[config.mk]
export PLATFORM = sky130hd
export DESIGN_NAME = ghost_mode_scheduler_flat
export DESIGN_NICKNAME = d
export VERILOG_FILES = /design/src/rtl/ghost_mode_scheduler_if.sv /design/src/rtl/ghost_mode_scheduler.sv /design/src/flat_wrapper.sv
export SDC_FILE = /design/constraint.sdc
export NUM_CORES = 1
export LEC_CHECK = 0
export ABC_AREA = 1
export BUFFER_PORTS_ARGS = -buffer_cell sky130_fd_sc_hd__buf_2
export CORE_MARGIN = 2
export CORE_UTILIZATION = 60
export DETAILED_ROUTE_END_ITERATION = 6
export PLACE_DENSITY = 0.84
export SLEW_MARGIN = 20
export SYNTH_ARGS = -nofsm -noshare
export SYNTH_HDL_FRONTEND = slang
export SYNTH_SLANG_ARGS = --single-unit
[constraint.sdc]
create_clock -name Clk -period 18.3 [get_ports Clk]
set_clock_uncertainty 0.2 [all_clocks]
set_input_delay 2.745 -clock Clk [delete_from_list [all_inputs] [get_ports Clk]]
set_output_delay 2.745 -clock Clk [all_outputs]
set_load 0.1 [all_outputs]
[src/rtl/ghost_mode_scheduler_if.sv]
// ghost_mode_scheduler_if: control pulses in, mode/countdown status out for the ghost mode scheduler
interface ghost_mode_scheduler_if;
   logic       start;
   logic       stop;
   logic       pause;
   logic       sec_tick;
   logic       power_pellet;
   logic       ghost_eaten;
   logic [1:0] mode;
   logic       reverse;
   logic       fright_flash;
   logic [2:0] phase_idx;
   logic [7:0] sec_left;
   logic [1:0] eat_mult;
   modport master (
      output start, stop, pause, sec_tick, power_pellet, ghost_eaten,
      input  mode, reverse, fright_flash, phase_idx, sec_left, eat_mult
   );
   modport slave (
      input  start, stop, pause, sec_tick, power_pellet, ghost_eaten,
      output mode, reverse, fright_flash, phase_idx, sec_left, eat_mult
   );
endinterface

[src/rtl/ghost_mode_scheduler.sv]
// ghost_mode_scheduler: scatter/chase schedule with frightened pre-emption; GHOST_FRIGHT_CHAIN_EN adds the eat_mult chain counter
module ghost_mode_scheduler #(
   parameter logic [7:0] SCATTER1_SEC = 8'd7,
   parameter logic [7:0] CHASE1_SEC   = 8'd20,
   parameter logic [7:0] SCATTER2_SEC = 8'd7,
   parameter logic [7:0] CHASE2_SEC   = 8'd20,
   parameter logic [7:0] SCATTER3_SEC = 8'd5,
   parameter logic [7:0] CHASE3_SEC   = 8'd20,
   parameter logic [7:0] SCATTER4_SEC = 8'd5,
   parameter logic [7:0] FRIGHT_SEC   = 8'd6,
   parameter logic [7:0] FLASH_SEC    = 8'd2
) (
   input logic              Clk,
   input logic              Reset_n,
   ghost_mode_scheduler_if.slave g
);
   typedef enum logic [1:0] {IDLE, RUN, FRIGHT} state_t;
   state_t     state, state_nx;
   logic [2:0] phase_nx, saved_phase, saved_phase_nx, adv;
   logic [7:0] left_nx, saved_left, saved_left_nx;
   logic [1:0] mode_nx;
   logic       rev_nx, flash_nx;

   function automatic logic [7:0] dur(input logic [2:0] p);
      return p == 3'd0 ? SCATTER1_SEC : p == 3'd1 ? CHASE1_SEC : p == 3'd2 ? SCATTER2_SEC :
             p == 3'd3 ? CHASE2_SEC : p == 3'd4 ? SCATTER3_SEC : p == 3'd5 ? CHASE3_SEC :
             p == 3'd6 ? SCATTER4_SEC : 8'd0;
   endfunction

   // first phase at or after p with a nonzero duration; phase 7 always lands
   function automatic logic [2:0] land(input logic [2:0] p);
      logic [2:0] n;
      n = p;
      for (int i = 0; i < 7; i++) n = (n != 3'd7 && dur(n) == 8'd0) ? n + 3'd1 : n;
      return n;
   endfunction

   always_comb begin
      state_nx       = state;
      phase_nx       = g.phase_idx;
      left_nx        = g.sec_left;
      saved_phase_nx = saved_phase;
      saved_left_nx  = saved_left;
      rev_nx         = 1'b0;
      adv            = land(g.start ? 3'd0 : g.phase_idx + 3'd1);
      if (g.stop) begin
         state_nx       = IDLE;
         phase_nx       = 3'd0;
         left_nx        = 8'd0;
         saved_phase_nx = 3'd0;
         saved_left_nx  = 8'd0;
      end else if (g.start) begin
         state_nx       = RUN;
         phase_nx       = adv;
         left_nx        = dur(adv);
         saved_phase_nx = 3'd0;
         saved_left_nx  = 8'd0;
      end else if (!g.pause && state == RUN) begin
         if (g.power_pellet && FRIGHT_SEC != 8'd0) begin
            state_nx       = FRIGHT;
            saved_phase_nx = g.phase_idx;
            saved_left_nx  = g.sec_left;
            left_nx        = FRIGHT_SEC;
            rev_nx         = 1'b1;
         end else if (g.sec_tick && g.phase_idx != 3'd7) begin
            left_nx  = g.sec_left > 8'd1 ? g.sec_left - 8'd1 : dur(adv);
            phase_nx = g.sec_left > 8'd1 ? g.phase_idx : adv;
            rev_nx   = g.sec_left <= 8'd1;
         end
      end else if (!g.pause && state == FRIGHT) begin
         if (g.power_pellet) begin
            left_nx = FRIGHT_SEC;
         end else if (g.sec_tick && g.sec_left > 8'd1) begin
            left_nx = g.sec_left - 8'd1;
         end else if (g.sec_tick) begin
            state_nx = RUN;
            phase_nx = saved_phase;
            left_nx  = saved_left;
         end
      end
      mode_nx  = state_nx == IDLE ? 2'd0 : state_nx == FRIGHT ? 2'd3 : phase_nx[0] ? 2'd2 : 2'd1;
      flash_nx = state_nx == FRIGHT && left_nx <= FLASH_SEC && left_nx != 8'd0;
   end

   always_ff @(posedge Clk or negedge Reset_n) begin
      if (!Reset_n) begin
         state          <= IDLE;
         saved_phase    <= 3'd0;
         saved_left     <= 8'd0;
         g.mode         <= 2'd0;
         g.reverse      <= 1'b0;
         g.fright_flash <= 1'b0;
         g.phase_idx    <= 3'd0;
         g.sec_left     <= 8'd0;
      end else begin
         state          <= state_nx;
         saved_phase    <= saved_phase_nx;
         saved_left     <= saved_left_nx;
         g.mode         <= mode_nx;
         g.reverse      <= rev_nx;
         g.fright_flash <= flash_nx;
         g.phase_idx    <= phase_nx;
         g.sec_left     <= left_nx;
      end
   end

`ifdef GHOST_FRIGHT_CHAIN_EN
   logic [1:0] mult;
   // a pellet that lands in FRIGHT (entry or reload) restarts the chain
   always_ff @(posedge Clk or negedge Reset_n) begin
      if (!Reset_n) mult <= 2'd0;
      else if (g.stop || g.start) mult <= 2'd0;
      else if (state_nx == FRIGHT && g.power_pellet && !g.pause) mult <= 2'd0;
      else if (state == FRIGHT && !g.pause && g.ghost_eaten && mult != 2'd3) mult <= mult + 2'd1;
   end
   assign g.eat_mult = mult;
`else
   assign g.eat_mult = 2'd0;
`endif
endmodule

[src/flat_wrapper.sv]
// flat-port wrapper written by rule: the top's interface ports become plain ports
module ghost_mode_scheduler_flat 
#(
   parameter logic [7:0] SCATTER1_SEC = 8'd7,
   parameter logic [7:0] CHASE1_SEC   = 8'd20,
   parameter logic [7:0] SCATTER2_SEC = 8'd7,
   parameter logic [7:0] CHASE2_SEC   = 8'd20,
   parameter logic [7:0] SCATTER3_SEC = 8'd5,
   parameter logic [7:0] CHASE3_SEC   = 8'd20,
   parameter logic [7:0] SCATTER4_SEC = 8'd5,
   parameter logic [7:0] FRIGHT_SEC   = 8'd6,
   parameter logic [7:0] FLASH_SEC    = 8'd2
)
  (Clk, Reset_n, g_start, g_stop, g_pause, g_sec_tick, g_power_pellet, g_ghost_eaten, g_mode, g_reverse, g_fright_flash, g_phase_idx, g_sec_left, g_eat_mult);
  ghost_mode_scheduler_if g_i ();
  input logic Clk;
  input logic Reset_n;
  input wire logic [$bits(g_i.start)-1:0] g_start;
  input wire logic [$bits(g_i.stop)-1:0] g_stop;
  input wire logic [$bits(g_i.pause)-1:0] g_pause;
  input wire logic [$bits(g_i.sec_tick)-1:0] g_sec_tick;
  input wire logic [$bits(g_i.power_pellet)-1:0] g_power_pellet;
  input wire logic [$bits(g_i.ghost_eaten)-1:0] g_ghost_eaten;
  output wire logic [$bits(g_i.mode)-1:0] g_mode;
  output wire logic [$bits(g_i.reverse)-1:0] g_reverse;
  output wire logic [$bits(g_i.fright_flash)-1:0] g_fright_flash;
  output wire logic [$bits(g_i.phase_idx)-1:0] g_phase_idx;
  output wire logic [$bits(g_i.sec_left)-1:0] g_sec_left;
  output wire logic [$bits(g_i.eat_mult)-1:0] g_eat_mult;
  assign g_i.start = g_start;
  assign g_i.stop = g_stop;
  assign g_i.pause = g_pause;
  assign g_i.sec_tick = g_sec_tick;
  assign g_i.power_pellet = g_power_pellet;
  assign g_i.ghost_eaten = g_ghost_eaten;
  assign g_mode = g_i.mode;
  assign g_reverse = g_i.reverse;
  assign g_fright_flash = g_i.fright_flash;
  assign g_phase_idx = g_i.phase_idx;
  assign g_sec_left = g_i.sec_left;
  assign g_eat_mult = g_i.eat_mult;
  ghost_mode_scheduler #(.SCATTER1_SEC(SCATTER1_SEC), .CHASE1_SEC(CHASE1_SEC), .SCATTER2_SEC(SCATTER2_SEC), .CHASE2_SEC(CHASE2_SEC), .SCATTER3_SEC(SCATTER3_SEC), .CHASE3_SEC(CHASE3_SEC), .SCATTER4_SEC(SCATTER4_SEC), .FRIGHT_SEC(FRIGHT_SEC), .FLASH_SEC(FLASH_SEC)) u_core (.Clk(Clk), .Reset_n(Reset_n), .g(g_i));
endmodule
* Word-level counts from Yosys, hierarchy flattened
Index checks and enable logic that the tools add are counted.
** Word-level totals
- Word-level logic and storage cells :: 230
- Output and inout bits :: 17
- ROM bits :: 0
- Latch bits :: 0
- Memory bits (writable) :: 0
- Input port bits :: 8
- Register bits after elaboration :: 28
- Memories kept :: 0
** Operators by class
- Div/mod/pow operators :: 0
- Shifts and indexed selects :: 0
- Equality and inequality tests :: 64
- Reductions and logical operators :: 37
- Bitwise operators :: 0
- $mul :: 0
- Mux-type cells :: 108
- $add $sub $neg :: 9
- $lt $le $gt $ge :: 3
** Operators with widths (count)
- $mux W8 :: 62
- $mux W3 :: 30
- $eq A3 B3 Y1 const B :: 24
- $logic_not A8 Y1 :: 7
- $eq A3 B2 Y1 const B :: 16
- $add A3 B1 Y3 const B :: 8
- $eq A3 B1 Y1 const B :: 8
- $logic_not A3 Y1 :: 8
- $ne A3 B3 Y1 const B :: 8
- $mux W2 :: 11
- $ne A4 B4 Y1 const B :: 4
- $logic_and A1 B1 Y1 :: 13
- $gt A8 B1 Y1 const B :: 1
- $le A8 B1 Y1 const B :: 1
- $le A8 B2 Y1 const B :: 1
- $reduce_bool A4 Y1 :: 2
- $reduce_bool A8 Y1 :: 1
- $sub A8 B1 Y8 const B :: 1
- $reduce_and A7 Y1 :: 1
- $reduce_bool A3 Y1 :: 2
- $mux W1 :: 5
- $eq A2 B2 Y1 const B :: 2
- $ne A4 B3 Y1 const B :: 1
- $eq A2 B1 Y1 const B :: 1
- other kinds (3) :: 3

* Logic depth before layout (Yosys ltp)
Gate-level depths: netlist of run 1.
- Depth in word-level cells :: 96
- Mapped depth :: 57
- Depth with buffers taken out :: 57

* Worst setup path after synthesis of run 1
No wires, ideal clock.
- Path type :: input -> register
- Start point :: input port g_start
- End point :: register u_core.g.sec_left[4]
- Library setup time :: 119 ps
- Buffers on the path :: 0
- Cell stages on the path :: 54
- Required time :: 17981 ps
- Arrival :: 9227 ps
- Setup slack :: 8754 ps
- Cells stage by stage :: inv_2 > nand2_1 > inv_1 > ha_1 > ha_1 > inv_1 > nand3_1 > nand2_1 > inv_1 > ha_1 > or2_2 > nor2_1 > nand2_4 > inv_2 > nand2_2 > nand2_1 > inv_1 > ha_1 > [... 18 more ...] > nor3_1 > and2_1 > inv_2 > or2_2 > nand2_1 > inv_1 > ha_1 > nor4_1 > inv_1 > nand3_2 > nand3_2 > nand2_1 > inv_2 > nand3_1 > nand2_1 > nand2_1 > nand2_1 > and2_1
** Between the ends
- Longest elaborated chain between the ends :: 91
- Elaborated cells on any way between the ends :: 152
- Those cells by class :: add/sub (7); eq/ne (54); mux (69); reduce/logical (22)
** RTL lines
- start: declaration :: RTL line flat_wrapper.sv:18 : input wire logic [$bits(g_i.start)-1:0] g_start;
- $mux W3 :: RTL line ghost_mode_scheduler.sv:45 : adv = land(g.start ? 3'd0 : g.phase_idx + 3'd1);
- $eq A3 B3 Y1 :: RTL line ghost_mode_scheduler.sv:27 : p == 3'd6 ? SCATTER4_SEC : 8'd0;
- $mux W3 :: RTL line ghost_mode_scheduler.sv:27
- $mux W8 (3 in series) :: RTL line ghost_mode_scheduler.sv:26 : p == 3'd3 ? CHASE2_SEC : p == 3'd4 ? SCATTER3_SEC : p == 3'd5 ? CHASE3_SEC :
- $mux W8 (3 in series) :: RTL line ghost_mode_scheduler.sv:25 : return p == 3'd0 ? SCATTER1_SEC : p == 3'd1 ? CHASE1_SEC : p == 3'd2 ? SCATTER2_SEC :
- $logic_not A8 Y1 :: RTL line ghost_mode_scheduler.sv:34 : for (int i = 0; i < 7; i++) n = (n != 3'd7 && dur(n) == 8'd0) ? n + 3'd1 : n;
- $logic_and A1 B1 Y1 :: RTL line ghost_mode_scheduler.sv:34
- $mux W3 :: RTL line ghost_mode_scheduler.sv:34
- [... 70 more ...]
- $mux W8 (3 in series) :: RTL line ghost_mode_scheduler.sv:25
- $mux W8 :: RTL line ghost_mode_scheduler.sv:66 : left_nx = g.sec_left > 8'd1 ? g.sec_left - 8'd1 : dur(adv);
- $mux W8 :: RTL line ghost_mode_scheduler.sv:65 : end else if (g.sec_tick && g.phase_idx != 3'd7) begin
- $mux W8 :: RTL line ghost_mode_scheduler.sv:59 : if (g.power_pellet && FRIGHT_SEC != 8'd0) begin
- $mux W8 :: RTL line ghost_mode_scheduler.sv:58 : end else if (!g.pause && state == RUN) begin
- $mux W8 * :: RTL line ghost_mode_scheduler.sv:52 : end else if (g.start) begin
- $mux W8 * :: RTL line ghost_mode_scheduler.sv:46 : if (g.stop) begin
- net u_core.left_nx[4] :: RTL line ghost_mode_scheduler.sv:20 : logic [7:0] left_nx, saved_left, saved_left_nx;
- end signal: assignment :: RTL line ghost_mode_scheduler.sv:103 : g.sec_left <= left_nx;
- end: declaration :: RTL line ghost_mode_scheduler_if.sv:21 : output mode, reverse, fright_flash, phase_idx, sec_left, eat_mult
Mark *: on every way through the listed nets, which the timed path passes. The rest lies on a longest branch.
A chain may end at the register's enable or synchronous reset.

* Worst setup path after layout of run 1
Same ends and word-level chain as after synthesis.

==> results.yml, run 1 <==
run_status:
  outcome: "complete, no violations"
clock_tree:
  cts.clk_slew.worst_paths_ps: 100
  post_cts_buffers: 0
  cts-root-buf: "clkbuf_8"
  numCtsBuffers: 3
  htreeDepth: 1
  cts_buffer_depth: 2
  cts_sinks: 28
  cts_tree: "done"
  clk_latency_ps: 280
  cts-hold-fix-buffers: 0
  ctsResizeCount: 0
critical_path:
  timing.rr.start: "u_core.g.phase_idx[0]"
  reg2reg_to: "u_core.g.sec_left[4]"
  start_kind: "input pin"
  crit_top_cell: "nand2_1"
  path_class: "input pin to flip-flop"
  max_stage_delay_ps: 420
  critPathMaxFanout: 14
  cp-end-kind: "flip-flop"
  cp_slowest_cell: "ha_1"
  rrSetupSlack_ps: 9770
  worst_ep_required_time_ps: 18280
  arrival_ps: 10560
  ff2ff_path_depth: 56
yosys:
  synthArstFlopShare_pct: 100.0
  synth_top_cells_by_area: "dfrtp_1, ha_1, nand2_1"
  yosysTopAreaCell: "dfrtp_1"
  synth_top_flop_cell: "dfrtp_1"
  synthTopCellsByCount: "nand2_1, inv_1, nor2_1"
  yosysWarnings: 0
  synth.distinct_cells: 41
  synth_seq_cells: 28
  netlist.area_leader.share_pct: 27.72
  post-synth-top-count-cell: "nand2_1"
  synth-seq-area-share_pct: 27.72
  synth.avg_cell_area_um2: 7.160
  synth_edf_count: 0
  syn_inst: 353
  synth_area_um2: 2527
sta:
  fin_tns_setup_ps: 0
  finalMaxSlewViolations: 0
  fin_crit_ps: 10570
  period_share_pct: 57.77
  setup_viol: 0
  rsz0062_at_grt: "false"
  max_freq_ghz: 0.09459
  finalHoldViolations: 0
  worst_slew_pin_slew_ps: 784.0
  slew_headroom_pct: 47.54
die:
  initial_core_util_pct: 62.73
  die_area_um2: 4747
  die_h_um: 68.90
  num_rows: 23
  num_io_pins: 25
  core_area_um2: 4029
  fp.dieW_um: 68.90
detailed_routing:
  avgRoutedWirePerCell_um: 14.53
  first_pass_iters: 5
  viasPerCell: 5.830
  drc: 0
  vias: 2466
  wirelength_mm: 6.146
  drt_iter0_markers: 225
  final_antenna_net_count: 0
min_path:
  hp-class: "flip-flop to flip-flop"
  worstHoldStart: "u_core.saved_left[5]"
  hold_end: "u_core.saved_left[5]"
  holdPathStages: 2
layout:
  fin_nets: 406
  drive_above_1_share_pct: 18.77
  antenna_cells: 0
  final_cells: 423
  syn_to_final_growth_pct: 7.525
  fillers: 373
pwr:
  power_density_nw_per_um2: 60.25
  total_leakage_power_nw: 1.432
  ir_drop_mv: 0.03661
grt:
  grtUsageTotal_pct: 28.19
  grt_pass1_wl_mm: 10.13
  grt_max_degree: 29
  grt_pass1_vias: 2273
  gr-total-overflow: 0
  antenna_found_initial: 0
job:
  maxCapViolations: 0
place:
  dp_hpwl_mm: 4.653
  gp_congestion: 0.9156
  dp_cells: 419
  port_buffers: 21
==> worst max-delay path, delay by kind of cell <==
kind	cells	cell delay, ps
AND/OR/NAND/NOR	34	4920
adder cells (fa/ha/maj)	8	1750
buffers and inverters	15	1130
==> cell usage in the layout, fill, tap and decap left out, types with 2 or more instances in the layout <==
master / synthesis / final
nand2_1: 60 / 60
inv_1: 49 / 49
nor2_1: 29 / 29
dfrtp_1: 28 / 28
o21ai_0: 27 / 27
ha_1: 24 / 24
buf_2: 2 / 21
nand3_1: 19 / 19
inv_2: 14 / 14
a21oi_1: 14 / 14
nor3_1: 10 / 10
nand3_2: 8 / 8
nand2_2: 7 / 7
o22ai_1: 7 / 7
o211ai_1: 6 / 6
o21ai_1: 4 / 4
xor2_1: 4 / 4
clkbuf_8: 0 / 4
nor2_4: 3 / 3
nor2_2: 3 / 3
a211oi_1: 3 / 3
o221ai_1: 3 / 3
nor3_2: 2 / 2
a21oi_2: 2 / 2
or2_2: 2 / 2
nand2_4: 2 / 2
nor4_1: 2 / 2
and2_1: 2 / 2
nand4_1: 2 / 2
conb_1: 1 / 2
==> registers in the layout, indices dropped and copies added (netlist names) <==
name                   flops
u_core.saved_phase         3
u_core.g.phase_idx         3
u_core.state               2
u_core.g.fright_flash      1
u_core.saved_left          8
u_core.g.reverse           1
u_core.g.sec_left          8
u_core.g.mode              2
==> logic make-up (layout without fill, tap and decap cells) <==
family,after synthesis,after routing,share of synthesized area (%)
simple gates,152,152,29.85
flops,28,28,27.72
other cells,1,2,0.1484
fa+ha+maj,24,24,11.88
buf+inv,71,90,11.19
compound gates,72,72,17.48
xor+xnor,5,5,1.733
==> metrics by stage <==
stage          hold slack, ps  total power, mW  area (um2)  utilization [%]  setup slack, ps
2_1_floorplan           272.6           0.1129        2531                -             8754
3_3_place_gp            299.1           0.1233        2663            66.09             7917
3_5_place_dp            306.4           0.1245        2663            66.09             7485
4_1_cts                 329.4           0.1628        2718            67.45             7734
5_1_grt                 350.9           0.1721        2718            67.45             6949
6_report                329.4           0.1637        2718            67.45             7728
==> worst max-delay path by stage <==
stage                  from              endpoint  slack (ps)
finish              g_start  u_core.g.sec_left[4]        7730
global route        g_start  u_core.g.sec_left[4]        6950
CTS                 g_start  u_core.g.sec_left[4]        7730
detailed placement  g_start  u_core.g.sec_left[4]        7480
global placement    g_start  u_core.g.sec_left[4]        7920
floorplan           g_start  u_core.g.sec_left[4]        8750
==> routing by layer <==
metal	up-vias	GRT usage (%)	wire length, um
li1	1201	-	-
met1	1139	39.03	2838
met2	116	44.95	2829
met3	10	4.708	398
met4	0	8.578	80
met5	-	0	0
==> layout make-up <==
| class | count | area, um2 | area share [%] |
|---|---|---|---|
| tap | 50 | 62.56 | 2.302 |
| sequential | 28 | 700.7 | 25.78 |
| timing repair buffer | 21 | 105.1 | 3.867 |
| inverter | 65 | 246.5 | 9.070 |
| clock buffer | 4 | 55.05 | 2.026 |
| multi-input combinational | 255 | 1548 | 56.95 |
==> where the power goes <==
group	switching, mW	total, mW	leakage, nW	internal [mW]
sequential	0.00202	0.0656	0.382	0.0635
clock	0.0201	0.0394	0.0288	0.0193
combinational	0.0438	0.0588	1.02	0.0150
total	0.0659	0.164	1.43	0.0978
(Power assumes the default switching activity.)
==> inputs of run 2 (changes only) <==
--- a/config.mk
+++ b/config.mk
@@ -8,9 +8,9 @@
 export ABC_AREA = 1
 export BUFFER_PORTS_ARGS = -buffer_cell sky130_fd_sc_hd__buf_2
 export CORE_MARGIN = 2
-export CORE_UTILIZATION = 60
+export CORE_UTILIZATION = 54
 export DETAILED_ROUTE_END_ITERATION = 6
-export PLACE_DENSITY = 0.84
+export PLACE_DENSITY = 0.8
 export SLEW_MARGIN = 20
 export SYNTH_ARGS = -nofsm -noshare
 export SYNTH_HDL_FRONTEND = slang
==> constraint.sdc (replaced) <==
create_clock -name Clk -period 8.7 [get_ports Clk]
set_clock_uncertainty 0.2 [all_clocks]
set_input_delay 1.305 -clock Clk [delete_from_list [all_inputs] [get_ports Clk]]
set_output_delay 1.305 -clock Clk [all_outputs]
set_load 0.1 [all_outputs]
==> run 2 against run 1 <==
  * Clock power grew 79%
  * Setup slack worse by 7100 ps
  * Critical path depth fell by 4
  * Power rose by 110%
  * Non-clock buffer count increased by 8
  * Flip-flop and latch count did not move
  * Register-to-register slack got worse by 8800 ps
  * Core utilization is 3.9 points lower
  * Sequential share of layout area fell by 0.98 points
  * Cell count up 2.1%
  * Combinational power rose by 120%
  * Wire length increased by 4.9%
==> results.yml, run 2 (synthesis results as in run 1) <==
place:
  dp_hpwl_mm: 4.899
  place_area_um2: 2710
  port_buffers: 21
  post-place-ws_ps: -13.80
  dp_cells: 427
  gp_congestion: 0.8987
sta:
  slew_headroom_pct: 47.73
  holdWs_ps: 323.4
  setup_viol: 0
  fin_crit_ps: 8053
  finalMaxSlewViolations: 0
  period_share_pct: 92.56
  fin_tns_setup_ps: 0
  max_freq_ghz: 0.1242
  finalHoldViolations: 0
  fin_ws_ps: 647.4
  worst_slew_pin_slew_ps: 781.1
job:
  maxCapViolations: 0
die:
  core_area_um2: 4444
  num_io_pins: 25
  die_h_um: 72.42
  initial_core_util_pct: 56.87
  die_area_um2: 5244
  num_rows: 24
  fp.dieW_um: 72.42
layout:
  multiInputGateArea_um2: 1607
  drive_above_1_share_pct: 22.89
  layout_commonest_cell: "nand2_1"
  mostFrequentLayoutCells: "nand2_1, inv_1, dfrtp_1"
  seq_area_um2: 700.7
  fillers: 383
  syn_to_final_growth_pct: 11.78
  utilization_pct: 63.57
  design_area_um2: 2825
  final_cells: 432
  antenna_cells: 0
  top_regs: "u_core.g.sec_left (8), u_core.saved_left (8)"
  fin_nets: 414
critical_path:
  arrival_ps: 8070
  start_kind: "input pin"
  cp_slowest_cell: "or2_2"
  max_stage_delay_ps: 310
  crit_top_cell: "nand2_1"
  critPathMaxFanout: 6
  cp-end-kind: "flip-flop"
  timing.rr.start: "u_core.g.phase_idx[0]"
  path_class: "input pin to flip-flop"
  worstSetupStartpoint: "g_start"
  worst_ep_required_time_ps: 8720
grt:
  grt_pass1_vias: 2354
  grt_max_degree: 29
  gr-total-overflow: 0
  grt_pass1_wl_mm: 10.61
  grtUsageTotal_pct: 25.38
  antenna_found_initial: 0
pwr:
  total_leakage_power_nw: 1.468
  seqPwrFrac_pct: 40.9
  p_comb_share_pct: 38.2
  p_switching_uw: 138.4
  power_density_nw_per_um2: 119.6
  power_uw: 337.8
  p_int_uw: 199.4
  ir_drop_mv: 0.1085
  clockPowerShare_pct: 20.9
  p_sw_share_pct: 40.97
detailed_routing:
  avgRoutedWirePerCell_um: 14.92
  drc: 0
  viasPerCell: 5.803
  first_pass_iters: 5
  wirelength_mm: 6.445
  vias: 2507
  final_antenna_net_count: 0
  drt_iter0_markers: 321
clock_tree:
  cts-root-buf: "clkbuf_8"
  clk_latency_ps: 270
  cts-hold-fix-buffers: 0
  htreeDepth: 1
  cts_sinks: 28
  cts_buffer_depth: 2
  numCtsBuffers: 3
  cts_tree: "done"
  cts.clk_slew.worst_paths_ps: 90
min_path:
  hp-class: "flip-flop to flip-flop"
  worstHoldStart: "u_core.saved_left[0]"
run_status:
  outcome: "complete, no violations"
[run 2: cell count changes in the layout (fill, tap and decap cells not counted), moves of 2 or more]
cell	before	now
nor2_1	29	26
nor4_1	2	0
ha_1	24	22
nor4_2	0	2
nor2_4	3	5
nor3_1	10	8
nor3_2	2	4
buf_4	0	8
[run 2: worst paths after layout]
path	depth (start not counted)	slack (ps)	to
worst min-delay path	2	320	u_core.saved_left[0]
min in group asynchronous	1	840	u_core.g.sec_left[4]
worst min register to register	2	320	u_core.saved_left[0]
max in group asynchronous	1	7040	u_core.saved_left[0]
worst max-delay path	53	650	u_core.g.sec_left[4]
worst max register to register	54	960	u_core.g.sec_left[4]
[run 2: worst max-delay path, delay by kind of cell]
kind,cells,cell delay (ps)
adders and majority gates,7,1300
buffers and inverters,12,960
and+or+nand+nor,33,4320
AOI/OAI and AO/OA,1,190
[run 2: per-layer routing]
metal,GRT usage [%],wire length [um],vias up
met5,0,0,-
met4,5.761,85,0
met3,4.167,481,8
met2,41.18,2980,112
met1,35.73,2897,1172
li1,-,-,1215
[run 2: repair_timing]
| action | in CTS | in global routing |
|---|---|---|
| endpoints found under the setup margin | 0 | 6 |
| gates resized for setup | 0 | 13 |
| setup buffers | 0 | 2 |
[run 2: power by group through the flow]
stage | clock (mW) | sequential [mW] | combinational (mW)
floorplan | 0 | 0.162 | 0.0757
global placement | 0 | 0.140 | 0.121
detailed placement | 0 | 0.141 | 0.124
CTS | 0.0726 | 0.138 | 0.124
global route | 0.0772 | 0.139 | 0.142
finish | 0.0705 | 0.138 | 0.129
[run 2: layout make-up]
cell class / count / share of cell area, %
inverters: 65 / 8.725
repair buffers: 29 / 5.846
flip-flops and latches: 28 / 24.80
clock buffers: 3 / 1.461
well taps: 52 / 2.303
multi-input cells: 255 / 56.86
==> inputs of run 3 (changes only) <==
==> constraint.sdc (replaced) <==
create_clock -name Clk -period 6.8 [get_ports Clk]
set_clock_uncertainty 0.2 [all_clocks]
set_input_delay 1.02 -clock Clk [delete_from_list [all_inputs] [get_ports Clk]]
set_output_delay 1.02 -clock Clk [all_outputs]
set_load 0.1 [all_outputs]
==> run 3 against run 2 <==
  * The flow now finishes with violations (DRC, setup timing)
  * Hold slack better by 7.4 ps
  * Non-clock buffer count up 98
  * Setup slack got worse by 1700 ps
  * Largest power group is now combinational logic
==> results.yml, run 3 (synthesis results as in run 1) <==
run_status:
  outcome: "complete, but fails checks"
  violations: "DRC, setup timing"
detailed_routing:
  final_antenna_net_count: 0
  drc: 6
  first_pass_iters: 7
  vias: 3530
  wirelength_mm: 12.73
  drt_iter0_markers: 813
  avgRoutedWirePerCell_um: 23.98
  viasPerCell: 6.648
clock_tree:
  cts-root-buf: "clkbuf_8"
  cts-hold-fix-buffers: 0
  cts_sinks: 28
  numCtsBuffers: 3
  htreeDepth: 1
  cts_buffer_depth: 2
  clk_latency_ps: 290
  cts.clk_slew.worst_paths_ps: 100
  cts_tree: "done"
place:
  dp_hpwl_mm: 5.269
  place_area_um2: 3183
  port_buffers: 21
  gp_congestion: 0.9470
  post-place-ws_ps: -841.7
  dp_cells: 464
grt:
  grtUsageMet1_pct: 49.09
  antenna_found_initial: 0
  gr-usage-met3_pct: 7.361
  grt_pass1_wl_mm: 16.50
  grtUsageTotal_pct: 40.82
  grt_max_degree: 29
  top_usage_layer: "met2"
  gr-total-overflow: 0
  grt_pass1_vias: 3270
  met2_usage_pct: 66.67
layout:
  syn_to_final_growth_pct: 57.13
  layout_commonest_cell: "buf_4"
  top_regs: "u_core.g.sec_left (8), u_core.saved_left (8)"
  utilization_pct: 89.36
  antenna_cells: 0
  fillers: 176
  final_cells: 531
  mostFrequentLayoutCells: "buf_4, nand2_1, inv_1"
  fin_nets: 512
  design_area_um2: 3971
  drive_above_1_share_pct: 50.73
die:
  die_h_um: 72.42
  core_area_um2: 4444
  num_io_pins: 25
  num_rows: 24
  fp.dieW_um: 72.42
  die_area_um2: 5244
  initial_core_util_pct: 56.87
critical_path:
  start_kind: "input pin"
  critPathBufInv: 35
  worst_ep_required_time_ps: 6820
  arrival_ps: 7880
  path_class: "input pin to flip-flop"
  critPathTopFamily: "buffers and inverters"
  max_stage_delay_ps: 270
  critPathMaxFanout: 4
  cp-end-kind: "flip-flop"
  cp_slowest_cell: "or2_4"
  crit_top_cell: "buf_4"
job:
  maxCapViolations: 0
sta:
  finalHoldViolations: 0
  fin_crit_ps: 7860
  fin_tns_setup_ps: -5194
  finalMaxSlewViolations: 0
  setup_viol: 6
  fin_ws_ps: -1060
  holdWs_ps: 330.9
  slew_headroom_pct: 41.29
  max_freq_ghz: 0.1272
  period_share_pct: 115.6
  worst_slew_pin_slew_ps: 877.4
  rsz0062_at_grt: "true"
min_path:
  hp-class: "flip-flop to flip-flop"
pwr:
  power_density_nw_per_um2: 152.7
  ir_drop_mv: 0.1002
  total_leakage_power_nw: 1.956
  power_uw: 606.5
-- run 3: changes by cell type in the layout (fill, tap and decap cells not counted), sizes merged --
| cell | change |
|---|---|
| buf | +98 |
| bufinv | +1 |
-- run 3: path summary, 6_finish.rpt --
| check | startpoint | end | slack, ps | cells past startpoint |
|---|---|---|---|---|
| max | g_start | u_core.g.phase_idx[1] | -1060 | 57 |
| min | u_core.saved_left[3] | u_core.saved_left[3] | 330 | 2 |
| max reg2reg | u_core.g.phase_idx[0] | u_core.g.phase_idx[1] | -1020 | 58 |
| min reg2reg | u_core.saved_left[3] | u_core.saved_left[3] | 330 | 2 |
| max in group asynchronous | Reset_n | u_core.g.phase_idx[0] | 5370 | 1 |
| min in group asynchronous | Reset_n | u_core.saved_left[1] | 530 | 1 |
-- run 3: final cells by class --
| type | instances | area (um2) | area share, % |
|---|---|---|---|
| clock buffers | 3 | 41.29 | 1.040 |
| clock inverters | 1 | 30.03 | 0.7561 |
| inverters | 65 | 269.0 | 6.774 |
| multi-input cells | 255 | 1933 | 48.68 |
| flip-flops and latches | 28 | 709.4 | 17.86 |
| well taps | 52 | 65.06 | 1.638 |
| repair buffers | 127 | 923.4 | 23.25 |
-- run 3: metal layers --
layer,share of wire (%),vias up
li1,-,1411
met1,33,1538
met2,41,398
met3,14,183
met4,12,0
met5,0,-
-- run 3: report_power, final --
part,total (mW),switching [mW],internal [mW]
Combinational,0.287,0.183,0.104
Clock,0.142,0.0626,0.0790
Sequential,0.178,0.00680,0.171
Total,0.607,0.252,0.354
-- run 3: worst register-to-register path: cells and delay by family (launching register included) --
family                     cells  cell delay, ps
buffers and inverters         34            4020
DFF                            1             520
AOI/OAI and AO/OA              1             110
adders and majority gates      5             910
and+or+nand+nor               18            2030
-- run 3: repair_timing --
item	CTS	global route
buffers inserted	53	10
resized for setup	20	46
pin swaps	28	31
endpoints found under the setup margin	6	6
